==> src/rtl/stream_demux_1xn.sv <==
// -----------------------------------------------------------------------------
// stream_demux_1xn
//
// Registered 1-to-N stream demultiplexer with valid/ready handshakes.
// Each input word goes to the channel named by s_sel, or to every channel
// when s_bcast is set. Every channel owns a one-word holding register, so a
// stalled consumer only blocks words addressed to it (and broadcasts).
// Words whose select points past the last channel are accepted, discarded
// and counted in a saturating error counter.
//
// Parameters
//   WIDTH  data word width in bits (>=1)
//   N      number of output channels (2..16, any value)
//   CNT_W  width of the saturating drop counter
//   SEL_W  derived select width, not overridable
//
// Ports
//   clk      rising-edge clock
//   rst_n    synchronous reset, active low
//   s_valid  input word valid
//   s_ready  input word can be taken this cycle (combinational)
//   s_data   input word
//   s_sel    destination channel (ignored when s_bcast=1)
//   s_bcast  copy the word to all channels
//   m_valid  per-channel output valid
//   m_ready  per-channel consumer ready
//   m_data   channel k occupies bits [k*WIDTH +: WIDTH]
//   err_cnt  number of words dropped for an out-of-range select
// -----------------------------------------------------------------------------
module stream_demux_1xn #(
  parameter  int WIDTH = 8,
  parameter  int N     = 4,
  parameter  int CNT_W = 8,
  localparam int SEL_W = (N > 1) ? $clog2(N) : 1
) (
  input  logic                 clk,
  input  logic                 rst_n,
  input  logic                 s_valid,
  output logic                 s_ready,
  input  logic [WIDTH-1:0]     s_data,
  input  logic [SEL_W-1:0]     s_sel,
  input  logic                 s_bcast,
  output logic [N-1:0]         m_valid,
  input  logic [N-1:0]         m_ready,
  output logic [N*WIDTH-1:0]   m_data,
  output logic [CNT_W-1:0]     err_cnt
);

  // ---------------------------------------------------------------------------
  // State
  // ---------------------------------------------------------------------------
  logic [N-1:0]     valid_q, valid_d;
  logic [WIDTH-1:0] data_q [N];
  logic [WIDTH-1:0] data_d [N];
  logic [CNT_W-1:0] err_q, err_d;

  // ---------------------------------------------------------------------------
  // Routing decode
  // ---------------------------------------------------------------------------
  logic [N-1:0] free;      // register empty, or emptying on this edge
  logic [N-1:0] target;    // channels the current word wants to reach
  logic [N-1:0] load;      // channels actually written on this edge
  logic         sel_in_range;
  logic         accept;
  logic         drop;

  // Only reachable as false when N is not a power of two.
  assign sel_in_range = (int'(s_sel) < N);

  assign free = ~valid_q | m_ready;

  always_comb begin
    // NOTE: give every always_comb output a default first; a path that
    // leaves it unassigned would infer a latch.
    target = '0;
    if (s_bcast) begin
      target = '1;
    end else if (sel_in_range) begin
      target[s_sel] = 1'b1;
    end
  end

  // Every targeted channel must be free. An out-of-range word targets nothing,
  // so it is always accepted; a broadcast needs all channels, which keeps it
  // all-or-nothing.
  assign s_ready = rst_n && (&(free | ~target));

  assign accept = s_valid && s_ready;
  assign load   = target & {N{accept}};
  assign drop   = accept && !s_bcast && !sel_in_range;

  // ---------------------------------------------------------------------------
  // Next-state logic
  // ---------------------------------------------------------------------------
  always_comb begin
    valid_d = valid_q;
    data_d  = data_q;
    err_d   = err_q;

    for (int k = 0; k < N; k++) begin
      if (load[k]) begin
        // A load wins over a drain: valid stays high and the word is
        // replaced on the same edge, so back-to-back words see no bubble.
        valid_d[k] = 1'b1;
        data_d[k]  = s_data;
      end else if (m_ready[k]) begin
        valid_d[k] = 1'b0;
      end
    end

    if (drop && (err_q != '1)) begin
      err_d = err_q + CNT_W'(1);
    end
  end

  // ---------------------------------------------------------------------------
  // Registers
  // ---------------------------------------------------------------------------
  always_ff @(posedge clk) begin
    if (!rst_n) begin
      valid_q <= '0;
      // NOTE: the data registers are reset as well, not just the valids,
      // because m_data is required to read zero after reset.
      for (int k = 0; k < N; k++) begin
        data_q[k] <= '0;
      end
      err_q <= '0;
    end else begin
      // NOTE: sequential state uses non-blocking assignments so every
      // register samples the pre-edge values of the others.
      valid_q <= valid_d;
      data_q  <= data_d;
      err_q   <= err_d;
    end
  end

  // ---------------------------------------------------------------------------
  // Outputs
  // ---------------------------------------------------------------------------
  assign m_valid = valid_q;
  assign err_cnt = err_q;

  for (genvar g = 0; g < N; g++) begin : g_out
    assign m_data[g*WIDTH +: WIDTH] = data_q[g];
  end

endmodule
==> config.mk <==
export PLATFORM = sky130hd
export DESIGN_NAME = stream_demux_1xn
export DESIGN_NICKNAME = d
export VERILOG_FILES = /design/src/rtl/stream_demux_1xn.sv
export SDC_FILE = /design/constraint.sdc
export NUM_CORES = 1
export LEC_CHECK = 0
export ABC_AREA = 1
export CAP_MARGIN = 10
export CORE_MARGIN = 4
export CORE_UTILIZATION = 40
export CTS_CLUSTER_DIAMETER = 50
export CTS_CLUSTER_SIZE = 14
export DETAILED_ROUTE_END_ITERATION = 6
export PLACE_DENSITY_LB_ADDON = 0.05
export SLEW_MARGIN = 20
export SYNTH_ARGS = -nofsm -noshare
export SYNTH_HDL_FRONTEND = slang
export SYNTH_SLANG_ARGS = --single-unit
export TNS_END_PERCENT = 5
==> constraint.sdc <==
create_clock -name clk -period 2.8 [get_ports clk]
set_clock_uncertainty 0.15 [all_clocks]
set_input_delay 0.28 -clock clk [delete_from_list [all_inputs] [get_ports clk]]
set_output_delay 0.28 -clock clk [all_outputs]
set_load 0.02 [all_outputs]
* After elaboration in Yosys (flattened, before gate mapping)
Index checks and enable logic that the tools add are counted.
** Word-level totals
- Bits in registers :: 36
- Bits of input ports :: 18
- Output and inout bits :: 45
- Word-level logic and storage cells :: 34
** Operators by class
- Order comparisons :: 2
- Mux-type cells :: 11
- Bitwise logic cells :: 5
- Reduce and logical (&&, ||, !) cells :: 8
** Operators with widths (number)
- two-way mux 1 bit :: 9
- NOT 4 bit :: 2
- bitwise OR 4 bit :: 2
- nonzero test 2 bit :: 4
- bitwise AND 4 bit :: 1
- two-way mux 4 bit :: 1
- AND reduction 4 bit :: 1
- logical AND 1 bit :: 3
- < comparator 2 x 3 -> 1 bit (second input constant) :: 1
- demux 1 bit (select 2 bit) :: 1
- greater-or-equal comparator 2 x 1 -> 1 bit (second input constant) :: 1

* Longest topological paths before layout
Gate-level depths: netlist (run 1).
- Depth after elaboration :: 12
- Gate-level depth with buffers :: 10
- Mapped depth without buffers :: 10

* Worst setup path after synthesis (run 1)
No wires, ideal clock.
- Kind :: input to register
- Start :: input port s_bcast
- End :: register data_q, in the netlist m_data[24]
- Library setup time :: 0.113 ns
- Arrival time :: 1.201 ns
- Path slack :: 1.336 ns
- Stages :: 9
- Path buffers :: 1
- Cells stage by stage :: inv_2 -> nand2_2 -> nand2_1 -> nand3_1 -> nor2_4 -> buf_4 -> nand4_1 -> nand2_1 -> nor2_1
** Between the ends
- Word-level cells in the longest chain between the ends :: 7
** Ends and longest elaborated chain
- from (decl) :: RTL line 42 : input logic s_bcast,
- two-way mux 4 bit :: RTL line 76 : if (s_bcast) begin
- NOT 4 bit :: RTL line 86 : assign s_ready = rst_n && (&(free | ~target));
- bitwise OR 4 bit :: RTL line 86
- AND reduction 4 bit :: RTL line 86
- logical AND 1 bit :: RTL line 86
- named net s_ready :: RTL line 39 : output logic s_ready,
- logical AND 1 bit :: RTL line 88 : assign accept = s_valid && s_ready;
- bitwise AND 4 bit :: RTL line 89 : assign load = target & {N{accept}};
- to (signal assigned) :: RTL line 132 : data_q <= data_d;
- to (decl) :: RTL line 53 : logic [WIDTH-1:0] data_q [N];
The timed path passes the listed nets, and every way through them passes these cells.
A chain may end at the register's enable or synchronous reset.

* Worst setup path in the final report (run 1)
- Start :: input port s_sel[0]
- End :: output port s_ready
** Between the ends
- Word-level cells in the longest chain between the ends :: 9
** Ends and longest elaborated chain
- from (decl) :: RTL line 41 : input logic [SEL_W-1:0] s_sel,
- < comparator 2 x 3 -> 1 bit (implied by the code) / greater-or-equal comparator 2 x 1 -> 1 bit (equally long branches) :: RTL line 79 : target[s_sel] = 1'b1;
- logical AND 1 bit (implied by the code) :: RTL line 79
- two-way mux 1 bit (implied by the code) :: RTL line 79
- demux 1 bit (select 2 bit) (*) :: RTL line 79
- two-way mux 4 bit (*) :: RTL line 76
- NOT 4 bit (*) :: RTL line 86
- bitwise OR 4 bit (*) :: RTL line 86
- AND reduction 4 bit (*) :: RTL line 86
- logical AND 1 bit (*) :: RTL line 86
- to (decl) :: RTL line 39
Mark *: on every way between the ends. The rest lies on a longest branch, timed or not.

==> results of run 1 <==
==> worst paths after layout <==
kind	from	endpoint	slack, ns	cells after the start
hold / removal	m_data[24]	m_data[24]	0.33	2
setup reg to reg	m_valid[3]	m_data[26]	1.22	9
setup / recovery	s_sel[0]	s_ready	0.37	8
hold reg to reg	m_data[24]	m_data[24]	0.33	2
==> flip-flops by register name, indices dropped and copies added (netlist names) <==
signal and count:
m_valid 4, m_data 32
==> per-stage QoR <==
step	area (sq um)	worst slack, ns
finish	2322	0.3689
global route	2322	0.2348
CTS	2322	0.3674
detailed placement	2226	0.3643
global placement	2226	0.3900
floorplan	1705	1.336
==> power by group through the flow <==
| stage | clock network [uW] | logic, uW | registers, uW |
|---|---|---|---|
| finish | 389 | 285 | 561 |
| global route | 421 | 313 | 565 |
| CTS | 396 | 287 | 561 |
| detailed placement | 0 | 286 | 573 |
| global placement | 0 | 283 | 572 |
| floorplan | 0 | 138 | 612 |
==> synthesized netlist by cell type <==
library cell	count
sky130_fd_sc_hd__a21oi_1	1
sky130_fd_sc_hd__buf_1	3
sky130_fd_sc_hd__buf_4	11
sky130_fd_sc_hd__clkbuf_1	5
sky130_fd_sc_hd__conb_1	1
sky130_fd_sc_hd__dfxtp_1	36
sky130_fd_sc_hd__inv_1	19
sky130_fd_sc_hd__inv_2	3
sky130_fd_sc_hd__nand2_1	41
sky130_fd_sc_hd__nand2_2	4
sky130_fd_sc_hd__nand3_1	1
sky130_fd_sc_hd__nand3_4	1
sky130_fd_sc_hd__nand4_1	32
sky130_fd_sc_hd__nor2_1	75
sky130_fd_sc_hd__nor2_2	1
sky130_fd_sc_hd__nor2_4	5
sky130_fd_sc_hd__o21ai_2	1
==> worst max-delay path, delay by kind of cell <==
family / cells / cell delay (ns)
simple gates: 5 / 0.51
buf+inv: 3 / 1.21
==> per-layer routing <==
layer / up-vias / share of wire / GRT usage
li1: 848 / - / -
met3: 4 / 0.053 / 0.04408
met4: 0 / 0.0082 / 0.04918
met1: 707 / 0.47 / 0.2196
met2: 40 / 0.47 / 0.2615
met5: - / 0 / 0
==> logic make-up (layout without fill, tap and decap cells) <==
| group | after synthesis | after routing | share of synthesized area |
|---|---|---|---|
| AOI/OAI and AO/OA | 2 | 2 | 0.008195 |
| buffers and inverters | 41 | 87 | 0.1162 |
| DFF | 36 | 36 | 0.4292 |
| other | 1 | 8 | 0.002233 |
| and+or+nand+nor | 160 | 160 | 0.4441 |
==> final cells by class <==
class / instances / area share
Multi-Input combinational cell: 170 / 0.3400
Sequential cell: 36 / 0.3103
Timing Repair Buffer: 58 / 0.2457
Clock buffer: 7 / 0.04149
Inverter: 22 / 0.03556
Tap cell: 50 / 0.02694
==> cells in the final DEF (no fill, tap or decap) <==
| cell type | n |
|---|---|
| sky130_fd_sc_hd__inv_2 | 3 |
| sky130_fd_sc_hd__nand2_2 | 4 |
| sky130_fd_sc_hd__buf_4 | 4 |
| sky130_fd_sc_hd__nand4_1 | 32 |
| sky130_fd_sc_hd__conb_1 | 8 |
| sky130_fd_sc_hd__clkdlybuf4s50_1 | 54 |
| sky130_fd_sc_hd__nand3_1 | 1 |
| sky130_fd_sc_hd__clkbuf_8 | 7 |
| sky130_fd_sc_hd__o21ai_2 | 1 |
| sky130_fd_sc_hd__dfxtp_1 | 36 |
| sky130_fd_sc_hd__nand3_4 | 1 |
| sky130_fd_sc_hd__inv_1 | 19 |
| sky130_fd_sc_hd__nand2_1 | 41 |
| sky130_fd_sc_hd__nor2_2 | 1 |
| sky130_fd_sc_hd__nor2_1 | 75 |
| sky130_fd_sc_hd__nor2_4 | 5 |
| sky130_fd_sc_hd__a21oi_1 | 1 |
==> impl_metrics.yaml, run 1 <==
place:
  port_buffers: 54
  dpl.hpwl_um: 3043
  gp_congestion: 0.7909
  placed_cells: 336
clock_tree:
  ctsHoldBuffers: 0
  htree_num_levels: 2
  tritoncts: "yes"
  cts.clk_slew.worst_paths_ns: 0.06
  ctsResizeCount: 0
  post_cts_buffers: 0
  cts.path.max_buffers: 2
  cts-buffers-inserted: 5
  cts_num_sinks: 36
  clk_latency_ns: 0.28
  clock_tree.root_cell: "sky130_fd_sc_hd__clkbuf_8"
worst_setup_path:
  worst-setup-path-type: "in -> out"
  critPathArrivalTime_ns: 2.00
  worst_path_max_delay_cell: "sky130_fd_sc_hd__clkdlybuf4s50_1"
  timing.critical_path.required_ns: 2.37
  cpPeakStageDelay_ns: 0.61
  cp-end-kind: "output pin"
  startpoint_type: "input pin"
  crit_path_cell_trace: "clkdlybuf4s50_1 > inv_1 > nand2_1 > nand2_2 > nand2_1 > nand3_1 > nor2_4 > clkdlybuf4s50_1"
  timing.critical_path.fanout_max: 10
routing:
  final_antenna_net_count: 0
  drc: 0
  post_drt_wl_per_cell_um: 12.13
  routed_wl_um: 4159
  drt_pass1_iterations: 4
  via_count: 1599
  drtIter0Drc: 144
  drt-vias-per-instance: 4.662
logic_synthesis:
  synth_top_cell_by_area: "sky130_fd_sc_hd__dfxtp_1"
  synth_top_cell_area_share: 0.4292
  synth.distinct_cells: 17
  synth.yosys.warnings: 0
  yosys_register_bits: 36
  syn_area_sq_um: 1679
  synth_sequential_area_ratio: 0.4292
  synth_area_leaders: "sky130_fd_sc_hd__dfxtp_1, sky130_fd_sc_hd__nor2_1, sky130_fd_sc_hd__nand4_1, sky130_fd_sc_hd__nand2_1, sky130_fd_sc_hd__buf_4"
  synth_area_per_cell_sq_um: 6.996
  synthesis.instances: 240
sta:
  final_hold_vio_count: 0
  rsz0062_at_grt: "no"
  setup_tns_ns: 0
  final.min_clock_period_ns: 2.431
  hold-worst-slack_ns: 0.3339
  finalSetupViolCount: 0
  slew_headroom: 0.5445
  max_slew.worst_pin.slew_ns: 0.6811
  timing_max_transition_violations_final: 0
  final_min_period_over_clock_period: 0.8682
  max_freq_mhz: 411.3
power:
  static-leakage-power_uw: 0.001006
  total_power_uw: 1235
  pwr-share-seq: 0.454
  p_int_uw: 883.2
  combinational_fraction_of_design_power: 0.231
  reported_net_switching_power_uw: 352.1
  clock_power_share: 0.315
  power.density_cell_area_nw_per_um2: 531.9
  power.ir.vdd_worst_v: 0.0003509
  swShare: 0.2850
floorplan:
  initial_utilization: 0.4168
  floorplan.die.height_um: 72.79
  floorplan_row_count: 23
  die_w_um: 72.79
  design.core.area_sq_um: 4029
  die-area_sq_um: 5298
  pin_count: 63
layout:
  multi_input_comb_area_sq_um: 789.5
  area_taken_by_flip_flops_and_latches_sq_um: 720.7
  fin_cells: 343
  final_core_util: 0.5764
  final.fill_count: 428
  layout-drive-gt1-share: 0.08874
  layout.nets: 311
  area_growth_pct: 38.30
  antenna_cells: 0
outcome:
  run_status: "complete, no violations"
grt:
  grt_antenna_before_repair: 0
  globalRouteOverflowTotal: 0
  grt_max_degree: 35
  first_global_vias: 1446
  global_route_wire_length_before_repair_um: 6755
  grt.total_usage: 0.1649
job:
  cap_violations: 0
min_path:
  min-delay-path-class: "reg -> reg"
(Power assumes the default switching activity.)
==> run 2, diff against run 1 <==
ABC_CLOCK_PERIOD_IN_PS = 2800   (was default)
CORE_UTILIZATION = 45   (was 40)
==> impl_metrics.yaml, run 2 (synthesis gave the netlist of run 1 again) <==
grt:
  global_route_wire_length_before_repair_um: 6748
  use_met2: 0.2892
  grt_antenna_before_repair: 0
  grt.total_usage: 0.1724
  grt_max_degree: 35
  first_global_vias: 1489
  use_met1: 0.2093
  global_route.peak_usage_layer: "met2"
  global_route.usage.met3: 0.03779
  globalRouteOverflowTotal: 0
power:
  static-leakage-power_uw: 0.001011
  power.ir.vdd_worst_v: 0.0003368
  power.density_cell_area_nw_per_um2: 550.3
routing:
  routed_wl_um: 4063
  drt-vias-per-instance: 4.897
  post_drt_wl_per_cell_um: 11.95
  drc: 0
  via_count: 1665
  drtIter0Drc: 92
  drt_pass1_iterations: 4
  final_antenna_net_count: 0
clock_tree:
  cts-buffers-inserted: 5
  ctsHoldBuffers: 0
  ctsResizeCount: 0
  post_cts_buffers: 0
  cts.clk_slew.worst_paths_ns: 0.07
  htree_num_levels: 2
  clk_latency_ns: 0.28
  clock_tree.root_cell: "sky130_fd_sc_hd__clkbuf_8"
  cts_num_sinks: 36
  tritoncts: "yes"
  cts.path.max_buffers: 2
layout:
  layout_commonest_cell: "sky130_fd_sc_hd__nor2_1"
  antenna_cells: 0
  highest_count_cells_in_the_layout_ignoring_fill_and_taps: "sky130_fd_sc_hd__nor2_1, sky130_fd_sc_hd__clkdlybuf4s50_1, sky130_fd_sc_hd__nand2_1"
  final_core_util: 0.6714
  largest_register_ff_count: 32
  area_growth_pct: 38.67
  layout-drive-gt1-share: 0.08844
  final_design_area_no_fill_sq_um: 2328
  layout.nets: 311
job:
  cap_violations: 0
floorplan:
  design.core.area_sq_um: 3468
  initial_utilization: 0.4841
  die_w_um: 69.09
  die-area_sq_um: 4773
  floorplan_row_count: 21
  floorplan.die.height_um: 69.09
  pin_count: 63
worst_setup_path:
  timing.critical_path.fanout_max: 10
  worst-setup-path-type: "in -> out"
  cpPeakStageDelay_ns: 0.61
  setup.worst_path.start: "s_sel[0]"
  worst_path_max_delay_cell: "sky130_fd_sc_hd__clkdlybuf4s50_1"
  regToRegEndpoint: "m_data[9]"
  worst_reg2reg_startpoint: "m_valid[3]"
  crit_path_cell_trace: "clkdlybuf4s50_1 > inv_1 > nand2_1 > nand2_2 > nand2_1 > nand3_1 > nor2_4 > clkdlybuf4s50_1"
  critical_path.endpoint: "s_ready"
  startpoint_type: "input pin"
  regToRegSetupSlack_ns: 1.22
  timing.critical_path.required_ns: 2.37
  critPathArrivalTime_ns: 2.01
  cp-end-kind: "output pin"
  reg2regPathDepth: 9
place:
  port_buffers: 54
  dpl.hpwl_um: 3035
  placed_cell_area_sq_um: 2221
  gp_congestion: 0.8164
min_path:
  min_from: "m_data[28]"
  min-delay-path-class: "reg -> reg"
  holdPathStages: 2
sta:
  timing_max_transition_violations_final: 0
  final_hold_vio_count: 0
  max_freq_mhz: 409.5
  final_min_period_over_clock_period: 0.8721
  slew_headroom: 0.5987
  setup_tns_ns: 0
  finalSetupViolCount: 0
  final.min_clock_period_ns: 2.442
  max_slew.worst_pin.slew_ns: 0.6001
  rsz0062_at_grt: "no"
outcome:
  run_status: "complete, no violations"
-- run 2: worst min-delay path by stage --
stage / end / slack (ns)
2_1_floorplan: m_valid[0] / 0.34
3_3_place_gp: m_data[29] / 0.31
3_5_place_dp: m_data[7] / 0.32
4_1_cts: m_data[28] / 0.34
5_1_grt: m_data[3] / 0.36
6_report: m_data[28] / 0.33
-- run 2: report_power, final --
part | internal, uW | switching, uW | total [uW]
logic | 119 | 165 | 285
clock network | 264 | 172 | 436
registers | 545 | 16.0 | 561
-- run 2: area by class of cell --
class                      count  area, sq um
multi-input combinational    170        789.5
clock inverter                 2        35.03
tap                           46        57.56
timing repair buffer          58        570.5
sequential                    36        720.7
fill                         324         1140
clock buffer                   6        72.57
inverter                      22        82.58
-- run 2: routing by layer --
| layer | up-vias | part of all wire |
|---|---|---|
| li1 | 849 | - |
| met1 | 728 | 0.44 |
| met2 | 79 | 0.48 |
| met3 | 9 | 0.067 |
| met4 | 0 | 0.017 |
| met5 | - | 0 |
-- run 2: critical path, delay by kind of cell --
kind                   cells  cell delay (ns)
AND/OR/NAND/NOR            5             0.52
buffers and inverters      3             1.21
-- run 2: stage by stage --
stage	power (uW)	hold WS [ns]	instances	setup WS, ns
after floorplan	750.6	0.3374	247	1.336
after global placement	853.7	0.3132	332	0.3970
after detailed placement	857.3	0.3214	332	0.3504
after CTS	1297	0.3364	340	0.3533
after global routing	1346	0.3604	340	0.2675
final	1281	0.3303	340	0.3581
==> run 3, diff against run 2 <==
CORE_UTILIZATION = 47   (was 45)
==> impl_metrics.yaml, run 3 (synthesis gave the netlist of run 1 again) <==
layout:
  area_taken_by_flip_flops_and_latches_sq_um: 720.7
  largest_register_ff_count: 32
  multi_input_comb_area_sq_um: 789.5
  final.fill_count: 319
  highest_count_cells_in_the_layout_ignoring_fill_and_taps: "sky130_fd_sc_hd__nor2_1, sky130_fd_sc_hd__clkdlybuf4s50_1, sky130_fd_sc_hd__nand2_1"
  antenna_cells: 0
  layout_commonest_cell: "sky130_fd_sc_hd__nor2_1"
  layout-drive-gt1-share: 0.08844
  final_core_util: 0.6777
  layout.nets: 311
  area_growth_pct: 36.81
place:
  gp_congestion: 0.7903
  dpl.hpwl_um: 2900
  port_buffers: 54
worst_setup_path:
  critPathArrivalTime_ns: 2.02
  timing.critical_path.required_ns: 2.37
  regToRegEndpoint: "m_data[17]"
  reg2regPathDepth: 9
  startpoint_type: "input pin"
  cp-end-kind: "output pin"
  regToRegSetupSlack_ns: 1.23
  worst-setup-path-type: "in -> out"
  worst_reg2reg_startpoint: "m_valid[2]"
  timing.critical_path.fanout_max: 10
min_path:
  hold_ep: "m_data[24]"
  min-delay-path-class: "reg -> reg"
  holdPathStages: 2
  min_from: "m_data[24]"
routing:
  routed_wl_um: 3939
  drt_pass1_iterations: 4
  via_count: 1620
  drt-vias-per-instance: 4.765
  final_antenna_net_count: 0
  drc: 0
  drtIter0Drc: 81
  post_drt_wl_per_cell_um: 11.59
grt:
  grt.total_usage: 0.1861
  first_global_vias: 1436
  grt_antenna_before_repair: 0
  global_route_wire_length_before_repair_um: 6306
  grt_max_degree: 35
  globalRouteOverflowTotal: 0
clock_tree:
  cts.path.max_buffers: 2
  tritoncts: "yes"
  cts_num_sinks: 36
  clk_latency_ns: 0.33
  htree_num_levels: 2
  ctsHoldBuffers: 0
  clock_tree.root_cell: "sky130_fd_sc_hd__clkbuf_4"
  cts.clk_slew.worst_paths_ns: 0.10
  cts-buffers-inserted: 5
  post_cts_buffers: 0
  ctsResizeCount: 0
floorplan:
  die-area_sq_um: 4593
  design.core.area_sq_um: 3390
  die_w_um: 67.77
  floorplan.die.height_um: 67.77
  floorplan_row_count: 21
  initial_utilization: 0.4954
  pin_count: 63
power:
  total_power_uw: 1197
  static-leakage-power_uw: 0.0009978
  power.density_cell_area_nw_per_um2: 520.9
  power.ir.vdd_worst_v: 0.0003071
job:
  cap_violations: 0
outcome:
  run_status: "complete, no violations"
sta:
  final.min_clock_period_ns: 2.455
  final_min_period_over_clock_period: 0.8767
  rsz0062_at_grt: "no"
  setup_tns_ns: 0
  max_freq_mhz: 407.4
  timing_max_transition_violations_final: 0
  final_hold_vio_count: 0
  max_slew.worst_pin.slew_ns: 0.6135
  finalSetupViolCount: 0
  slew_headroom: 0.5897
-- run 3: area by class of cell --
class | count | share of cell area
clock buffers | 6 | 0.01797
clock inverters | 2 | 0.01525
inverters | 22 | 0.03595
multi-input cells | 170 | 0.3437
flip-flops and latches | 36 | 0.3137
well taps | 46 | 0.02505
repair buffers | 58 | 0.2484
-- run 3: worst max path at each step --
stage | start | endpoint | slack (ns) | cells after the start
after global routing | s_sel[0] | s_ready | 0.26 | 8
after floorplan | s_bcast | m_data[24] | 1.34 | 9
final | s_sel[0] | s_ready | 0.35 | 8
after detailed placement | s_sel[0] | s_ready | 0.35 | 8
after CTS | s_sel[0] | s_ready | 0.34 | 8
after global placement | s_sel[0] | s_ready | 0.40 | 8
-- run 3: critical path, stage by stage --
cell,delay [ns]
sky130_fd_sc_hd__clkdlybuf4s50_1,0.54
sky130_fd_sc_hd__inv_1,0.06
sky130_fd_sc_hd__nand2_1,0.09
sky130_fd_sc_hd__nand2_2,0.13
sky130_fd_sc_hd__nand2_1,0.10
sky130_fd_sc_hd__nand3_1,0.11
sky130_fd_sc_hd__nor2_4,0.11
sky130_fd_sc_hd__clkdlybuf4s50_1,0.61
-- run 3: metrics by stage --
step	setup WS (ns)	std cells	hold WS [ns]	instance area (sq um)
after floorplan	1.336	247	0.3374	1705
after global placement	0.4025	332	0.3126	2221
after detailed placement	0.3456	332	0.3237	2221
after CTS	0.3404	340	0.3415	2297
after global routing	0.2643	340	0.3566	2297
final	0.3453	340	0.3378	2297
-- run 3: where the power goes --
part,switching (uW),internal [uW]
combinational,165,119
clock,165,187
sequential,15.7,545
-- run 3: metal layers --
layer | wire [um] | global-route usage | share of wire | up-vias
met3 | 279 | 0.05158 | 0.071 | 7
met1 | 1819 | 0.2266 | 0.46 | 710
li1 | - | - | - | 850
met4 | 62 | 0.07444 | 0.016 | 0
met5 | 0 | 0 | 0 | -
met2 | 1777 | 0.3086 | 0.45 | 53
